### config.mk
export PLATFORM = sky130hd
export DESIGN_NAME = ddr3_app_traffic_gen
export DESIGN_NICKNAME = d
export VERILOG_FILES = /design/src/rtl/ddr3_tg_pkg.sv /design/src/rtl/ddr3_tg_pattern.sv /design/src/rtl/ddr3_app_traffic_gen.sv
export SDC_FILE = /design/constraint.sdc
export NUM_CORES = 1
export LEC_CHECK = 0
export CORE_MARGIN = 2
export CORE_UTILIZATION = 44
export DETAILED_ROUTE_END_ITERATION = 10
export GPL_TIMING_DRIVEN = 0
export HOLD_SLACK_MARGIN = 0.06
export PLACE_DENSITY = 0.84
export SKIP_CTS_REPAIR_TIMING = 1
export SLEW_MARGIN = 5
export SYNTH_ARGS = -nofsm -noshare
export SYNTH_HDL_FRONTEND = slang
export SYNTH_SLANG_ARGS = --single-unit
### constraint.sdc
create_clock -name clk -period 3.19 [get_ports clk]
set_input_delay 0.7975 -clock clk [delete_from_list [all_inputs] [get_ports clk]]
set_output_delay 0.7975 -clock clk [all_outputs]
set_load 0.01 [all_outputs]
### src/rtl/ddr3_tg_pkg.sv
// Shared encodings and helpers for the DDR3 app-interface traffic generator.
package ddr3_tg_pkg;

  localparam logic [2:0] CMD_WR = 3'b000;
  localparam logic [2:0] CMD_RD = 3'b001;

  localparam logic [2:0] S_IDLE    = 3'd0;
  localparam logic [2:0] S_CALIB   = 3'd1;
  localparam logic [2:0] S_WR_CMD  = 3'd2;
  localparam logic [2:0] S_WR_DATA = 3'd3;
  localparam logic [2:0] S_RD_CMD  = 3'd4;
  localparam logic [2:0] S_RD_DATA = 3'd5;
  localparam logic [2:0] S_DONE    = 3'd6;

  // Right-shifting Galois form of x^32+x^22+x^2+x+1
  function automatic logic [31:0] lfsr32_next(input logic [31:0] s);
    return s[0] ? ((s >> 1) ^ 32'h8020_0003) : (s >> 1);
  endfunction

endpackage

### src/rtl/ddr3_tg_pattern.sv
// Per-beat data pattern source: counter or LFSR word, replicated across 32-bit lanes as word ^ lane.
module ddr3_tg_pattern
  import ddr3_tg_pkg::*;
#(
  parameter int          DATA_W = 128,
  parameter logic [31:0] SEED   = 32'hACE1_0001
) (
  input  logic              clk,
  input  logic              rst,
  input  logic              init,
  input  logic              adv,
  input  logic              mode_lfsr,
  output logic [DATA_W-1:0] data
);

  logic [31:0] word;
  logic        lfsr_mode;

  // Pattern word: restarted on init, stepped on each advance
  always_ff @(posedge clk) begin
    if (rst) begin
      word      <= 32'd0;
      lfsr_mode <= 1'b0;
    end else if (init) begin
      lfsr_mode <= mode_lfsr;
      word      <= mode_lfsr ? SEED : 32'd0;
    end else if (adv) begin
      word <= lfsr_mode ? lfsr32_next(word) : word + 32'd1;
    end
  end

  // Lane j carries word ^ j
  always_comb begin
    data = '0;
    for (int j = 0; j < DATA_W / 32; j++) begin
      data[j*32 +: 32] = word ^ 32'(j);
    end
  end

endmodule

### src/rtl/ddr3_app_traffic_gen.sv
// Self-checking DDR3 app-interface traffic generator: writes a region in bursts, reads it back
// and compares each beat against a regenerated pattern.
module ddr3_app_traffic_gen
  import ddr3_tg_pkg::*;
#(
  parameter int          ADDR_W        = 27,
  parameter int          DATA_W        = 128,
  parameter int          BURST_BEATS   = 4,
  parameter int          REGION_BURSTS = 256,
  parameter int          ADDR_INC      = 8,
  parameter int unsigned BASE_ADDR     = 0,
  parameter logic [31:0] SEED          = 32'hACE1_0001,
  parameter int          TIMEOUT       = 4096
) (
  input  logic              clk,
  input  logic              rst,
  input  logic              start,
  input  logic [1:0]        mode,
  input  logic              init_calib_complete,
  output logic              app_cmd_en,
  output logic [2:0]        app_cmd,
  input  logic              app_cmd_rdy,
  output logic [ADDR_W-1:0] app_addr,
  output logic [5:0]        app_burst_number,
  output logic              app_wdata_en,
  output logic              app_wdata_end,
  output logic [DATA_W-1:0] app_wdata,
  input  logic              app_wdata_rdy,
  input  logic              app_rdata_valid,
  input  logic              app_rdata_end,
  input  logic [DATA_W-1:0] app_rdata,
  output logic              busy,
  output logic              done,
  output logic              pass,
  output logic              timeout,
  output logic              spurious,
  output logic [15:0]       err_count,
  output logic [ADDR_W-1:0] first_err_addr
);

  localparam int                BW         = $clog2(REGION_BURSTS + 1);
  localparam int                TW         = $clog2(TIMEOUT + 1);
  localparam logic [5:0]        LAST_BEAT  = 6'(BURST_BEATS - 1);
  localparam logic [BW-1:0]     LAST_BURST = BW'(REGION_BURSTS - 1);
  localparam logic [ADDR_W-1:0] BASE       = ADDR_W'(BASE_ADDR);
  localparam logic [ADDR_W-1:0] STRIDE     = ADDR_W'(BURST_BEATS * ADDR_INC);
  localparam logic [ADDR_W-1:0] BEAT_INC   = ADDR_W'(ADDR_INC);

  logic [2:0]        state;
  logic [BW-1:0]     burst_cnt;
  logic [5:0]        beat_cnt;
  logic              interleaved;
  logic [TW-1:0]     tmo_cnt;
  logic [DATA_W-1:0] wr_data;
  logic [DATA_W-1:0] chk_data;
  logic [ADDR_W-1:0] beat_addr;
  logic start_acc, cmd_acc, wr_acc, rd_beat, active, progress, tmo_hit;
  logic last_beat, last_burst, beat_err;

  assign start_acc  = start && (state == S_IDLE);
  assign cmd_acc    = app_cmd_en && app_cmd_rdy;
  assign wr_acc     = app_wdata_en && app_wdata_rdy;
  assign rd_beat    = app_rdata_valid && (state == S_RD_DATA);
  assign active     = state inside {S_WR_CMD, S_WR_DATA, S_RD_CMD, S_RD_DATA};
  assign progress   = cmd_acc || wr_acc || app_rdata_valid;
  assign tmo_hit    = active && !progress && (tmo_cnt == TW'(TIMEOUT - 1));
  assign last_beat  = (beat_cnt == LAST_BEAT);
  assign last_burst = (burst_cnt == LAST_BURST);
  assign beat_addr  = app_addr + ADDR_W'(beat_cnt) * BEAT_INC;
  // An rdata_end that disagrees with our own beat count counts as a bad beat
  assign beat_err   = (app_rdata != chk_data) || (app_rdata_end != last_beat);

  assign app_burst_number = LAST_BEAT;
  assign app_wdata        = app_wdata_en ? wr_data : '0;

  ddr3_tg_pattern #(.DATA_W(DATA_W), .SEED(SEED)) u_wr_pat (
    .clk(clk), .rst(rst), .init(start_acc), .adv(wr_acc), .mode_lfsr(mode[1]), .data(wr_data)
  );

  ddr3_tg_pattern #(.DATA_W(DATA_W), .SEED(SEED)) u_chk_pat (
    .clk(clk), .rst(rst), .init(start_acc), .adv(rd_beat), .mode_lfsr(mode[1]), .data(chk_data)
  );

  // Test sequencer, app-interface drivers, checker and status
  always_ff @(posedge clk) begin
    if (rst) begin
      state          <= S_IDLE;
      burst_cnt      <= '0;
      beat_cnt       <= 6'd0;
      interleaved    <= 1'b0;
      tmo_cnt        <= '0;
      app_cmd_en     <= 1'b0;
      app_cmd        <= CMD_WR;
      app_addr       <= '0;
      app_wdata_en   <= 1'b0;
      app_wdata_end  <= 1'b0;
      busy           <= 1'b0;
      done           <= 1'b0;
      pass           <= 1'b0;
      timeout        <= 1'b0;
      spurious       <= 1'b0;
      err_count      <= 16'd0;
      first_err_addr <= '0;
    end else begin
      if (!active || progress) tmo_cnt <= '0;
      else                     tmo_cnt <= tmo_cnt + TW'(1);

      if (app_rdata_valid && state != S_RD_DATA && state != S_IDLE) spurious <= 1'b1;

      case (state)
        S_IDLE: if (start) begin
          state          <= S_CALIB;
          busy           <= 1'b1;
          done           <= 1'b0;
          pass           <= 1'b0;
          timeout        <= 1'b0;
          spurious       <= 1'b0;
          err_count      <= 16'd0;
          first_err_addr <= '0;
          interleaved    <= mode[0];
          burst_cnt      <= '0;
          beat_cnt       <= 6'd0;
          app_addr       <= BASE;
        end
        S_CALIB: if (init_calib_complete) begin
          state      <= S_WR_CMD;
          app_cmd_en <= 1'b1;
          app_cmd    <= CMD_WR;
        end
        S_WR_CMD: if (cmd_acc) begin
          state         <= S_WR_DATA;
          app_cmd_en    <= 1'b0;
          app_wdata_en  <= 1'b1;
          app_wdata_end <= (LAST_BEAT == 6'd0);
          beat_cnt      <= 6'd0;
        end
        S_WR_DATA: if (wr_acc) begin
          if (last_beat) begin
            app_wdata_en  <= 1'b0;
            app_wdata_end <= 1'b0;
            beat_cnt      <= 6'd0;
            app_cmd_en    <= 1'b1;
            if (interleaved) begin
              state   <= S_RD_CMD;
              app_cmd <= CMD_RD;
            end else if (last_burst) begin
              state     <= S_RD_CMD;
              app_cmd   <= CMD_RD;
              burst_cnt <= '0;
              app_addr  <= BASE;
            end else begin
              state     <= S_WR_CMD;
              app_cmd   <= CMD_WR;
              burst_cnt <= burst_cnt + BW'(1);
              app_addr  <= app_addr + STRIDE;
            end
          end else begin
            beat_cnt      <= beat_cnt + 6'd1;
            app_wdata_end <= (beat_cnt + 6'd1 == LAST_BEAT);
          end
        end
        S_RD_CMD: if (cmd_acc) begin
          state      <= S_RD_DATA;
          app_cmd_en <= 1'b0;
          beat_cnt   <= 6'd0;
        end
        S_RD_DATA: if (app_rdata_valid) begin
          if (beat_err) begin
            if (err_count != 16'hFFFF) err_count <= err_count + 16'd1;
            if (err_count == 16'd0) first_err_addr <= beat_addr;
          end
          if (last_beat) begin
            beat_cnt <= 6'd0;
            if (last_burst) begin
              state <= S_DONE;
            end else begin
              burst_cnt  <= burst_cnt + BW'(1);
              app_addr   <= app_addr + STRIDE;
              app_cmd_en <= 1'b1;
              state      <= interleaved ? S_WR_CMD : S_RD_CMD;
              app_cmd    <= interleaved ? CMD_WR : CMD_RD;
            end
          end else begin
            beat_cnt <= beat_cnt + 6'd1;
          end
        end
        S_DONE: begin
          state <= S_IDLE;
          busy  <= 1'b0;
          done  <= 1'b1;
          pass  <= (err_count == 16'd0) && !timeout && !spurious;
        end
        default: state <= S_IDLE;
      endcase

      if (tmo_hit) begin
        timeout       <= 1'b1;
        app_cmd_en    <= 1'b0;
        app_wdata_en  <= 1'b0;
        app_wdata_end <= 1'b0;
        state         <= S_DONE;
      end
    end
  end

endmodule

==> metrics.md, run 1 <==
| Metric | Value |
|---|---|
| Gate count after technology mapping | 1634 |
| Net load switching power | 0.00194 W |
| Leftover overflow at the end of global routing | 0 |
| Crit Reg-Reg Endpoint | err_count[8] |
| Combinational cell fraction of total power | 24.1% |
| TritonCTS buffer count | 17 |
| R2r setup slk | 0.04 ns |
| Power after layout | 0.00594 W |
| Sequential cell area | 3370 sq um |
| Net switching share of the total power | 32.6% |
| First-pass GRT wire length | 67500 um |
| Post-route non-filler standard cell count | 2392 |
| Sequential fraction of the synthesis area | 27.4% |
| Relative area change from synthesis to final layout | 38.5% |
| Most common library cell in the layout ignoring fill and taps | clkdlybuf4s50_1 |
| Placer congestion estimate | 0.963 |
| Via count normalized by instance count | 5.76 |
| Total wire length after detailed routing | 44900 um |
| Critical Path Fanout Max | 5 |
| Number of pins with negative max-slew slack in the final report | 0 |
| Most used flip-flop cell after synthesis | dfxtp_1 |
| Estimated wirelength of the detail-placed design | 33700 um |
| Mapped Avg Cell Area | 7.52 sq um |
| TritonCTS clock tree | built |
| Number of nets still failing antenna checks after routing | 0 |
| Row Count | 61 |
| PortBufs | 336 |
| Data required, critical path | 3.51 ns |
| Post-synth ARST share | 0% |
| Data arrival time at the worst-slack endpoint | 3.50 ns |
| Final number of setup-violating endpoints | 0 |
| Placed inst area | 16200 sq um |
| Post-route DRC | 0 |
| CTS clock-pin slew for the worst setup and hold paths | 0.07 ns |
| Die extent in x | 171 um |
| Detailed Route Iter0 Violations | 1198 |
| Top-Level Pins | 353 |
| Largest net degree at the start of global routing | 17 |
| Reg-to-reg startpoint | u_chk_pat.word[24] |
| Multi-input gate area | 7570 sq um |
| LEAKAGE | 6.14 nW |
| Max VDD drop | 0.000344 V |
| Startpoint type of the worst setup path | input pin |
| Number of storage elements in the synthesis netlist | 168 |
| Number of distinct standard cells referenced by the synthesized netlist | 90 |
| Hold path cells | 2 |
| Part of the power in the clock network | 37.2% |
| EDFF count, synth | 0 |
| N_diodes | 0 |
| CTS HTree Levels | 4 |
| Number of antenna violations at the first check in global routing | 1 |
| Tightest slew margin relative to the limit | 43.7% |
| Worst-margin pin slew | 0.836 ns |
| Final-stage net count | 2156 |
| Post-route clock skew | 0.0119 ns |
| Design Area, Final | 17000 sq um |
| Overall Global Routing Usage | 28.9% |
| Detail-routed net length per standard cell | 18.8 um |
| Sequential fraction of design power | 38.6% |
| Most frequent cells in the layout | 318 x clkdlybuf4s50_1, 181 x nor2_1, 166 x dfxtp_1, 121 x nand2_1, 113 x buf_4 |
| Largest buffer count on any clock path | 2 |
| Internal cell power | 0.00400 W |
| Area of the die | 29300 sq um |
| Power Dens Cells | 349 nW/um^2 |
| Vertical extent of the die | 171 um |
| Total clock sinks | 168 |
| Worst-skew pair later-pin latency | 0.44 ns |
| Syn. warnings | 0 |
| Core Region | 27600 sq um |
| Share of the clock period used by the worst path after layout | 99.5% |
| Kind of end point of the critical path | flop |
| Number of global-route vias before repair | 12700 |
| Startpoint-to-endpoint class of the critical path | input pin to flop |
| Register-to-Register Path Depth | 9 |
| Share of cells above drive strength 1 | 11.2% |
| Result of the run | completed |
| Endpoint of the worst hold path | done |
| Cells after DPL | 2363 |
| CTS root buffer | clkbuf_16 |
| Min-Delay Path Class | flop to flop |
| Starting Density | 44.5% |
| Final Hold Vio Count | 0 |
| DR pass1 iterations | 8 |
| Filler Cell Count | 2454 |
| Startpoint of the tightest hold check path | done |
| Achievable frequency | 0.315 GHz |
| Max-cap viol count | 0 |
| Clock period minus final worst setup slack | 3.17 ns |
| Synth Cell Area | 12300 sq um |
| Detailed-route via count | 13800 |
## kinds of logic (layout without fill, tap and decap cells)
kind of cell	Yosys count	count (layout)	share of synthesized area, %
other	2	17	0.0611
multiplexers	12	12	1.01
AND/OR/NAND/NOR	660	660	27.5
buffers and inverters	274	639	12.5
adder cells (fa/ha/maj)	17	17	1.73
XOR/XNOR	134	134	9.55
AO/OA/AOI/OAI	367	367	20.3
flip-flops	168	168	27.4
## power by group through the flow
stage / registers [W] / clock network (W) / logic [W]
3_5_place_dp: 0.00232 / 0 / 0.00138
5_1_grt: 0.00230 / 0.00231 / 0.00153
6_report: 0.00229 / 0.00221 / 0.00143
2_1_floorplan: 0.00229 / 0 / 0.000829
4_1_cts: 0.00227 / 0.00222 / 0.00139
3_3_place_gp: 0.00231 / 0 / 0.00136
## worst max-delay path by stage
stage / depth (start not counted) / end / start
final: 8 / err_count[8] / app_rdata[61]
after global routing: 9 / err_count[9] / app_rdata[19]
after CTS: 10 / first_err_addr[11] / beat_cnt[1]
after detailed placement: 9 / first_err_addr[23] / app_rdata[60]
after global placement: 9 / first_err_addr[25] / app_rdata[60]
after floorplan: 9 / err_count[4] / app_rdata[43]
## worst max-delay path, cell delays in order
cell and delay (ns):
clkdlybuf4s50_1 0.52, o2111ai_2 0.11, or4_1 0.53, or4_4 0.47
or4_4 0.64, nand3_4 0.18, clkbuf_16 0.18, o21ai_2 0.05
## Yosys cell counts, types with 15 or more instances
cell type  number  share of area (%)
a21oi_1       103                4.2
nor4_1         31                1.6
nand4_1        42                2.1
a211oi_1       18                1.1
ha_1           17                1.7
and2_1         39                2.0
a22oi_1        22                1.3
clkbuf_1      105                3.2
dfxtp_1       168                 27
nand2_1       121                3.7
xor2_1         50                3.6
and3_1         37                1.9
or3_1          19               0.97
inv_1          34                1.0
nand3_1        68                2.8
nor2_1        182                5.6
xnor2_1        84                6.0
nor3_1         42                1.7
o22ai_1        15               0.76
a31oi_1        20                1.0
buf_4         110                6.7
o21ai_0        55                2.2
## registers in the layout, summed over array words and instances (netlist names)
name / count
first_err_addr: 24
app_addr: 22
interleaved: 1
app_cmd: 1
app_wdata_end: 1
u_chk_pat.lfsr_mode: 1
burst_cnt: 9
app_cmd_en: 1
pass: 1
tmo_cnt: 13
spurious: 1
busy: 1
app_wdata_en: 1
done: 1
u_wr_pat.word: 32
u_chk_pat.word: 32
state: 3
beat_cnt: 6
err_count: 16
timeout: 1
## metal layers
metal,global-route usage [%],wire length [um]
met1,35.2,17400
met4,11.8,1560
met3,6.85,4330
met5,0,0
met2,48.7,21600
## stage by stage
stage / utilization [%] / TNS [ns] / setup slack, ns / hold WS (ns)
after floorplan: - / -0.0502 / -0.0179 / 0.430
after global placement: 58.6 / -42.60 / -0.881 / 0.446
after detailed placement: 58.6 / -43.86 / -0.883 / 0.459
after CTS: 60.8 / -24.09 / -0.548 / 0.474
after global routing: 61.6 / -0.0835 / -0.0166 / 0.493
final: 61.6 / 0 / 0.0151 / 0.477
## final cells by class
class / count / share of cell area, %
clock inverters: 15 / 1.10
inverters: 35 / 0.771
well taps: 378 / 2.78
repair buffers: 343 / 20.7
plain buffers: 229 / 7.96
multi-input cells: 1207 / 44.5
flip-flops and latches: 168 / 19.8
clock buffers: 17 / 2.50
(Power assumes the default switching activity.)
==> inputs of run 2 (changes only) <==
- SETUP_SLACK_MARGIN: default -> 0.15
==> run 2 against run 1 <==
  * Non-clock buffer count increased by 11
  * Sequential share of layout area is 0.23 points lower
  * Count of clock-buffer cells in the layout stayed put
  * Total power fell by 1.1%
  * Largest power group unchanged
==> metrics.md, run 2 (synthesis results as in run 1) <==
| Metric | Value |
|---|---|
| Reg-to-reg startpoint | u_chk_pat.word[30] |
| TritonCTS clock tree | built |
| Most common library cell in the layout ignoring fill and taps | clkdlybuf4s50_1 |
| Multi-input gate area | 7660 sq um (+1.2%) |
| Number of antenna violations at the first check in global routing | 1 (unchanged) |
| Crit Reg-Reg Endpoint | err_count[7] |
| Post-route clock skew | 0.0115 ns (-0.000418 ns) |
| Placer congestion estimate | 0.960 (-0.29%) |
| Final worst setup slack | 0.00410 ns (-0.0110 ns) |
| Timing endpoint of the critical path | err_count[7] |
| Detail-routed net length per standard cell | 18.8 um (+0.35%) |
| Area of the die | 29300 sq um (unchanged) |
| Largest net degree at the start of global routing | 20 (+3) |
| Data required, critical path | 3.51 ns (about the same) |
| Number of buffer and inverter stages on the critical path | 3 (+1) |
| Critical Path Fanout Max | 6 (+1) |
| Dominant cell type by count on the critical path | or4_4 |
| Starting Density | 44.5% (unchanged) |
| Stages on worst setup path | 10 (+2) |
| Post-route DRC | 0 (unchanged) |
| Data arrival time at the worst-slack endpoint | 3.51 ns (about the same) |
| Register-to-Register Path Depth | 10 (+1) |
| Relative area change from synthesis to final layout | 40.1% |
| Power Dens Cells | 341 nW/um^2 (-2.2%) |
| Result of the run | completed |
| Origin of the worst setup path | app_rdata[41] |
| Max VDD drop | 0.000417 V (+21%) |
| Estimated wirelength of the detail-placed design | 33700 um (about the same) |
| Setup TNS | 0 ns (unchanged) |
| Number of global-route vias before repair | 13000 (+2.3%) |
| Sequential cell area | 3360 sq um (about the same) |
| First-pass GRT wire length | 68400 um (+1.2%) |
| CTS root buffer | clkbuf_16 |
| Biggest registers after layout | u_chk_pat.word (32), u_wr_pat.word (32), first_err_addr (24) |
| Via count normalized by instance count | 5.83 (+1.2%) |
| Max-cap viol count | 0 (unchanged) |
| Unrepaired setup endpoints after global routing | yes |
| Overall Global Routing Usage | 29.3% (+0.48 points) |
| Core Region | 27600 sq um (unchanged) |
| CTS clock-pin slew for the worst setup and hold paths | 0.08 ns (about the same) |
| TritonCTS buffer count | 17 (unchanged) |
| Place WS | -0.872 ns (+0.0103 ns) |
| Final number of setup-violating endpoints | 0 (unchanged) |
| LEAKAGE | 6.27 nW (+2.0%) |
| Startpoint type of the worst setup path | input pin |
| R2r setup slk | 0.05 ns (about the same) |
| Worst-skew pair later-pin latency | 0.44 ns (about the same) |
| Vertical extent of the die | 171 um (unchanged) |
| Final Hold Vio Count | 0 (unchanged) |
| Filler Cell Count | 2388 (-2.7%) |
| Critical-path cell list | buf_6, nor2b_4, a2111o_1, or4_4, or4_4, or4_4, buf_8, nand3_4, clkbuf_16, o21ai_2 |
| End-of-flow core utilization | 62.3% (+0.71 points) |
| Number of nets still failing antenna checks after routing | 0 (unchanged) |
| Kind of end point of the critical path | flop |
| Min-Delay Path Class | flop to flop |
| Achievable frequency | 0.314 GHz (-0.35%) |
| Share of the clock period used by the worst path after layout | 99.9% (+0.34 points) |
| Clock period minus final worst setup slack | 3.19 ns (+0.0110 ns) |
| CTS HTree Levels | 4 (unchanged) |
| Die extent in x | 171 um (unchanged) |
| Startpoint-to-endpoint class of the critical path | input pin to flop |
| Largest buffer count on any clock path | 2 (unchanged) |
| Total clock sinks | 168 (unchanged) |
| Final-stage net count | 2167 (+0.51%) |
| Top-Level Pins | 353 (unchanged) |
| Detailed Route Iter0 Violations | 1557 (+30%) |
| Leftover overflow at the end of global routing | 0 (unchanged) |
| Power after layout | 0.00587 W (-1.1%) |
| DR pass1 iterations | 8 (unchanged) |
| Worst-margin pin slew | 0.917 ns (+0.0811 ns) |
| Row Count | 61 (unchanged) |
| Number of pins with negative max-slew slack in the final report | 0 (unchanged) |
| PortBufs | 336 (unchanged) |
| Detailed-route via count | 14000 (+1.7%) |
| Most frequent cells in the layout | 313 x clkdlybuf4s50_1, 181 x nor2_1, 167 x dfxtp_1, 121 x nand2_1, 115 x buf_4 |
| Tightest slew margin relative to the limit | 38.6% (-5.1 points) |
| Slowest stage cell on the critical path | or4_4 |
| Cell family with the largest share of critical-path delay | simple AND/OR/NAND/NOR gates |
| Delay of the slowest cell on the worst path | 0.60 ns (-0.04 ns) |
| Share of cells above drive strength 1 | 13.1% (+1.9 points) |
| Total wire length after detailed routing | 45300 um (+0.85%) |
[run 2: how the worst min path moves through the flow]
| stage | startpoint | endpoint | slack, ns | cells after the start |
|---|---|---|---|---|
| global route | tmo_cnt[0] | tmo_cnt[0] | 0.50 | 1 |
| floorplan | tmo_cnt[0] | tmo_cnt[0] | 0.43 | 1 |
| finish | tmo_cnt[0] | tmo_cnt[0] | 0.47 | 1 |
| CTS | tmo_cnt[0] | tmo_cnt[0] | 0.48 | 1 |
| global placement | tmo_cnt[0] | tmo_cnt[0] | 0.44 | 1 |
| detailed placement | tmo_cnt[0] | tmo_cnt[0] | 0.46 | 1 |
[run 2: stage by stage]
step	hold WS, ns	std cells	area (sq um)
after floorplan	0.430	1649	12400
after global placement	0.443	2363	16200
after detailed placement	0.455	2363	16200
after CTS	0.475	2395	16800
after global routing	0.497	2404	17200
final	0.470	2404	17200
[run 2: layout make-up]
type	count	share of cell area, %
antenna	1	0.0145
buffer	237	8.34
clock buffer	17	2.47
clock inverter	15	1.01
inverter	35	0.763
multi-input combinational	1207	44.5
sequential	168	19.5
tap	378	2.75
timing repair buffer	346	20.7
[run 2: per-layer routing]
layer / vias to the layer above / GRT usage (%) / wire length (um)
met5: - / 0 / 0
met4: 0 / 12.6 / 1730
met3: 167 / 4.67 / 4660
met2: 892 / 50.4 / 21700
met1: 6500 / 36.3 / 17200
li1: 6463 / - / -
[run 2: report_power, final]
group          internal (W)  switching (W)  total, W
sequential          0.00218      0.0000931   0.00227
combinational      0.000575       0.000898   0.00147
clock               0.00106        0.00107   0.00213
